<file path="src/rtl/tlc_pkg.sv">
// Shared types and constants for the traffic-light phase scheduler.
// State codes double as the externally visible PHASE value.
package tlc_pkg;

  typedef enum logic [2:0] {
    MAIN_G   = 3'd0,
    MAIN_Y   = 3'd1,
    ALLRED_A = 3'd2,
    WALK_PH  = 3'd3,
    SIDE_G   = 3'd4,
    SIDE_Y   = 3'd5,
    ALLRED_B = 3'd6
  } tlc_state_e;

  // Lamp vectors are {R,Y,G}
  localparam logic [2:0] LAMP_R = 3'b100;
  localparam logic [2:0] LAMP_Y = 3'b010;
  localparam logic [2:0] LAMP_G = 3'b001;

  localparam int unsigned TLC_T_GREEN_MIN = 8;
  localparam int unsigned TLC_T_SIDE_MAX  = 10;
  localparam int unsigned TLC_T_YELLOW    = 3;
  localparam int unsigned TLC_T_ALLRED    = 2;
  localparam int unsigned TLC_T_WALK      = 6;
  localparam int unsigned TLC_CW          = 8;

  function automatic logic [2:0] main_lamp(input tlc_state_e s);
    case (s)
      MAIN_G:  main_lamp = LAMP_G;
      MAIN_Y:  main_lamp = LAMP_Y;
      default: main_lamp = LAMP_R;
    endcase
  endfunction

  function automatic logic [2:0] side_lamp(input tlc_state_e s);
    case (s)
      SIDE_G:  side_lamp = LAMP_G;
      SIDE_Y:  side_lamp = LAMP_Y;
      default: side_lamp = LAMP_R;
    endcase
  endfunction

endpackage

</file>
<file path="src/rtl/tlc_phase_timer.sv">
// Per-phase cycle counter: synchronous clear, saturating increment.
module tlc_phase_timer #(
  parameter int unsigned CW = 8
) (
  input  logic          i_clk,
  input  logic          i_rst,
  input  logic          i_clear,
  output logic [CW-1:0] o_count
);

  logic [CW-1:0] r_count;

  always_ff @(posedge i_clk) begin
    if (i_rst || i_clear) begin
      r_count <= '0;
    end else if (r_count != '1) begin
      r_count <= r_count + 1'b1;
    end
  end

  assign o_count = r_count;

endmodule

</file>
<file path="src/rtl/tlc_phase_scheduler.sv">
// Two-road traffic-light scheduler with pedestrian phase.
// Lamp outputs are registered from the next-state decode so they align with PHASE.
module tlc_phase_scheduler
  import tlc_pkg::*;
#(
  parameter int unsigned T_GREEN_MIN = TLC_T_GREEN_MIN,
  parameter int unsigned T_SIDE_MAX  = TLC_T_SIDE_MAX,
  parameter int unsigned T_YELLOW    = TLC_T_YELLOW,
  parameter int unsigned T_ALLRED    = TLC_T_ALLRED,
  parameter int unsigned T_WALK      = TLC_T_WALK,
  parameter int unsigned CW          = TLC_CW
) (
  input  logic       CK,
  input  logic       RST,
  input  logic       SIDE_CAR,
  input  logic       PED_REQ,
  output logic       PED_ACK,
  output logic [2:0] MAIN_LT,
  output logic [2:0] SIDE_LT,
  output logic       WALK,
  output logic [2:0] PHASE
);

  localparam logic [CW-1:0] C_GMIN = CW'(T_GREEN_MIN - 1);
  localparam logic [CW-1:0] C_SMAX = CW'(T_SIDE_MAX - 1);
  localparam logic [CW-1:0] C_YEL  = CW'(T_YELLOW - 1);
  localparam logic [CW-1:0] C_AR   = CW'(T_ALLRED - 1);
  localparam logic [CW-1:0] C_WALK = CW'(T_WALK - 1);

  tlc_state_e    r_state;
  tlc_state_e    w_state_nxt;
  logic [CW-1:0] w_timer;
  logic          w_timer_clr;
  logic          w_ped_set;
  logic          w_walk_exit;
  logic          r_ped_pending;
  logic          r_ped_ack;
  logic [2:0]    r_main_lt;
  logic [2:0]    r_side_lt;
  logic          r_walk;

  tlc_phase_timer #(.CW(CW)) u_timer (
    .i_clk   (CK),
    .i_rst   (RST),
    .i_clear (w_timer_clr),
    .o_count (w_timer)
  );

  always_comb begin
    w_state_nxt = r_state;
    case (r_state)
      MAIN_G:   if ((w_timer >= C_GMIN) && (SIDE_CAR || r_ped_pending)) w_state_nxt = MAIN_Y;
      MAIN_Y:   if (w_timer == C_YEL) w_state_nxt = ALLRED_A;
      ALLRED_A: if (w_timer == C_AR) w_state_nxt = r_ped_pending ? WALK_PH : SIDE_G;
      WALK_PH:  if (w_timer == C_WALK) w_state_nxt = SIDE_CAR ? SIDE_G : ALLRED_B;
      SIDE_G:   if ((w_timer == C_SMAX) || ((w_timer >= C_GMIN) && !SIDE_CAR)) w_state_nxt = SIDE_Y;
      SIDE_Y:   if (w_timer == C_YEL) w_state_nxt = ALLRED_B;
      ALLRED_B: if (w_timer == C_AR) w_state_nxt = MAIN_G;
      default:  w_state_nxt = ALLRED_B;
    endcase
  end

  assign w_timer_clr = (w_state_nxt != r_state);
  assign w_walk_exit = (r_state == WALK_PH) && (w_state_nxt != WALK_PH);
  // Requests arriving during the walk phase are ignored until it ends.
  assign w_ped_set   = PED_REQ && !r_ped_pending && (r_state != WALK_PH);

  always_ff @(posedge CK) begin
    if (RST) begin
      r_state       <= ALLRED_B;
      r_ped_pending <= 1'b0;
      r_ped_ack     <= 1'b0;
      r_main_lt     <= LAMP_R;
      r_side_lt     <= LAMP_R;
      r_walk        <= 1'b0;
    end else begin
      r_state <= w_state_nxt;
      if (w_walk_exit) begin
        r_ped_pending <= 1'b0;
      end else if (w_ped_set) begin
        r_ped_pending <= 1'b1;
      end
      r_ped_ack <= w_ped_set;
      r_main_lt <= main_lamp(w_state_nxt);
      r_side_lt <= side_lamp(w_state_nxt);
      r_walk    <= (w_state_nxt == WALK_PH);
    end
  end

  assign PED_ACK = r_ped_ack;
  assign MAIN_LT = r_main_lt;
  assign SIDE_LT = r_side_lt;
  assign WALK    = r_walk;
  assign PHASE   = r_state;

endmodule

</file>
<file path="config.mk">
export PLATFORM = sky130hd
export DESIGN_NAME = tlc_phase_scheduler
export DESIGN_NICKNAME = d
export VERILOG_FILES = /design/src/rtl/tlc_pkg.sv /design/src/rtl/tlc_phase_timer.sv /design/src/rtl/tlc_phase_scheduler.sv
export SDC_FILE = /design/constraint.sdc
export NUM_CORES = 1
export LEC_CHECK = 0
export ABC_AREA = 1
export CAP_MARGIN = 20
export CORE_MARGIN = 2
export CORE_UTILIZATION = 47
export CTS_CLUSTER_SIZE = 20
export DETAILED_ROUTE_END_ITERATION = 10
export HOLD_SLACK_MARGIN = 0.02
export PLACE_DENSITY = 0.76
export SLEW_MARGIN = 10
export SYNTH_ARGS = -nofsm -noshare
export SYNTH_HDL_FRONTEND = slang
export SYNTH_SLANG_ARGS = --single-unit
</file>
<file path="constraint.sdc">
create_clock -name CK -period 1.5 [get_ports CK]
set_input_delay 0.45 -clock CK [delete_from_list [all_inputs] [get_ports CK]]
set_output_delay 0.45 -clock CK [all_outputs]
set_load 0.005 [all_outputs]
</file>
==> reports/qor.log <==
qor: run_status.status finished, violations left
qor: run_status.failed_checks negative setup slack
qor: sta.layout_min_cycle_time 1590 ps
qor: logic_synthesis.avgSynthCellArea 7.43 µm²
qor: sta.transition_at_the_pin_with_the_smallest_max_transition_slack 361 ps
qor: logic_synthesis.yosys_warnings 0
qor: sta.finalMaxSlewViolations 0
qor: detailed_routing.drt-wirelength-per-cell 13.0 µm
qor: power_and_ir_drop.power.share.clock 14.0%
qor: power_and_ir_drop.power_per_cell_area 1400 nW/µm²
qor: worst_setup_path.cp_data_required_time 1740 ps
qor: power_and_ir_drop.worst_voltage_drop_across_the_vdd_grid 1.03 mV
qor: floorplan.die_height 51.4 µm
qor: power_and_ir_drop.power_frac_seq 34.2%
qor: floorplan.initial_core_util 48.6%
qor: power_and_ir_drop.cellInternalPower 0.00132 W
qor: detailed_routing.vias_per_cell 5.08
qor: global_routing.pin_count_of_the_biggest_net_entering_global_routing 12
qor: worst_setup_path.worstPathMaxFanout 3
qor: clocking.cts_tree done
qor: logic_synthesis.syn_inst_count 142
qor: logic_synthesis.synthDominantAreaCellType sky130_fd_sc_hd__dfxtp_1
qor: place.place_worst_setup_slack -261 ps
qor: hold_path.worstHoldPathType register to register
qor: final_layout.num_antenna_cells 0
qor: final_layout.layout-area-overhead-vs-synth 48.9%
qor: clocking.cts_buffers 3
qor: clocking.clk_root_buffer_cell sky130_fd_sc_hd__clkbuf_4
qor: place.hpwlAfterDp 1770 µm
qor: worst_setup_path.critPathLaunchType register
qor: detailed_routing.detailedRoute.firstPassIterationCount 4
qor: clocking.clk_lat_worst_skew 300 ps
qor: clocking.worst_path_clk_slew 110 ps
qor: sta.clock-skew-final 11.2 ps
qor: final_layout.mostFrequentLayoutCell sky130_fd_sc_hd__nor2_1
qor: power_and_ir_drop.switchingPower 0.000877 W
qor: worst_setup_path.criticalPathCategory register to register
qor: floorplan.std_cell_core_area 2170 µm²
qor: logic_synthesis.synth.top_cell.area_share 38.0%
qor: clocking.clock_tree.buffer_depth 2
qor: detailed_routing.routed-via-count 1026
qor: sta.final_hold_viol_count 0
qor: logic_synthesis.synth.cell_area 1050 µm²
qor: detailed_routing.detail_route.iter0.violations 22
qor: floorplan.dieWidth 51.4 µm
qor: final_layout.most-common-layout-cells 17 x sky130_fd_sc_hd__nor2_1, 15 x sky130_fd_sc_hd__nand2_1, 14 x sky130_fd_sc_hd__inv_1
qor: sta.max_freq 0.628 GHz
qor: power_and_ir_drop.pwr-share-comb 51.8%
qor: detailed_routing.drtAntennaViolNets 0
qor: place.gpl.final_weighted_congestion 0.861
qor: clocking.htree_num_levels 1
qor: worst_setup_path.arrival 1830 ps
qor: final_layout.fin_area 1570 µm²
qor: sta.finalSetupViolCount 13
qor: power_and_ir_drop.post_route_total_power 0.00220 W
qor: place.placed_cells_incl_taps 190
qor: global_routing.globalRouteTotalUtil 20.5%
qor: sta.final_critical_path_setup_slack -92.0 ps
qor: floorplan.num_io_pins 15
qor: logic_synthesis.sequential_fraction_of_the_synthesis_area 38.0%
qor: place.dp_area 1270 µm²
qor: sta.unrepaired_setup_endpoints_after_global_routing true
qor: floorplan.floorplan.rows 17
qor: logic_synthesis.syn_nets 149
qor: detailed_routing.drc 0
qor: floorplan.design.die.area 2640 µm²
qor: worst_setup_path.cp_capture_type register
qor: final_layout.fin_cells 202
qor: logic_synthesis.synth_cell_type_count 23
qor: final_layout.drive_above_1_share 43.7%
qor: power_and_ir_drop.power_switching_share 39.8%
qor: detailed_routing.detail_route.wirelength 2620 µm
qor: flow_run.max_cap_violation_count 0
qor: global_routing.antenna_found_initial 0
qor: logic_synthesis.ys_seq_elements 20
qor: final_layout.finish.utilization 72.4%
qor: power_and_ir_drop.leakagePower 0.705 nW
qor: sta.final.period_utilization 106%
qor: clocking.cts-hold-fix-buffers 0
qor: logic_synthesis.synth_top_area_cells sky130_fd_sc_hd__dfxtp_1 38%, sky130_fd_sc_hd__nor2_1 9.6%, sky130_fd_sc_hd__nand2_1 7.5%
qor: sta.maxSlewHeadroom 75.7%
qor: global_routing.gr_overflow_total 0
qor: final_layout.fillers 157
qor: global_routing.number_of_global_route_vias_before_repair 945
qor: final_layout.layout.nets 182
qor: clocking.clkSinkCount 20
qor: global_routing.grt_first_pass_wirelength 4050 µm
qor: place.buffer_ports.inserted 14
## layout make-up
cell class              instances  area, µm²  share of cell area (%)
clock buffers                   4       36.3                    2.31
flip-flops and latches         20        425                    27.1
inverters                      20       85.1                    5.42
well taps                      28       35.0                    2.23
repair buffers                 28        243                    15.5
multi-input cells             102        746                    47.5
## worst max-delay path: stages, from the launching register on
cell and delay [ps]:
sky130_fd_sc_hd__dfxtp_4 380, sky130_fd_sc_hd__inv_4 60, sky130_fd_sc_hd__ha_4 160, sky130_fd_sc_hd__nand3_4 80, sky130_fd_sc_hd__o21ai_2 190, sky130_fd_sc_hd__nand2_1 90, sky130_fd_sc_hd__nor2_2 130, sky130_fd_sc_hd__nand2_2 90
sky130_fd_sc_hd__buf_4 150, sky130_fd_sc_hd__buf_6 120, sky130_fd_sc_hd__nor2_4 80
## flip-flops by register name (all words and copies together) (netlist names)
register / cells
u_timer.o_count: 8
MAIN_LT: 3
PHASE: 3
SIDE_LT: 3
PED_ACK: 1
WALK: 1
r_ped_pending: 1
## power by group through the flow
stage	logic, W	registers (W)	clock network [W]
2_1_floorplan	0.000492	0.000721	0
3_3_place_gp	0.000759	0.000721	0
3_5_place_dp	0.000781	0.000725	0
4_1_cts	0.000940	0.000736	0.000318
5_1_grt	0.00126	0.000764	0.000336
6_report	0.00114	0.000752	0.000308
## per-layer routing
| layer | global-route usage (%) | vias up | part of all wire (%) |
|---|---|---|---|
| met1 | 25.2 | 485 | 43 |
| met5 | 0 | - | 0 |
| li1 | - | 521 | - |
| met3 | 3.22 | 4 | 2.3 |
| met2 | 35.7 | 16 | 53 |
| met4 | 7.89 | 0 | 1.4 |
## final timing paths
check                     start    endpoint  slack, ps  cells past startpoint
max          u_timer.o_count[1]  SIDE_LT[0]        -90                     10
min               r_ped_pending     PED_ACK        510                      1
max reg2reg  u_timer.o_count[1]  SIDE_LT[0]        -90                     10
min reg2reg       r_ped_pending     PED_ACK        510                      1
## kinds of logic after synthesis
group,count (synthesis),synth area share [%]
and+or+nand+nor,83,41.5
AOI/OAI and AO/OA,12,6.52
adders and majority gates,3,3.56
xor gates and xnor gates,4,3.32
DFF,20,38.0
buffers and inverters,20,7.12
## stage by stage
stage,TNS [ps],hold WS [ps]
floorplan,0,443
global placement,-2550,486
detailed placement,-3240,488
CTS,-31.3,506
global route,-2200,548
finish,-856,510
## cell usage after synthesis, drive strengths merged
| cell type | n |
|---|---|
| nor2 | 34 |
| nand2 | 25 |
| dfxtp | 20 |
| inv | 20 |
| o21ai | 10 |
| nand3 | 9 |
| nand4 | 6 |
| nor3 | 6 |
| xor2 | 4 |
| ha | 3 |
| nor4 | 2 |
| and3 | 1 |
| o21bai | 1 |
| o31ai | 1 |
## what timing repair did
action	CTS	global route
endpoints found under the setup margin	27	17
setup buffers	4	4
gates resized for setup	44	33
pin swaps	12	18
Power figures use the tool's default switching activity.
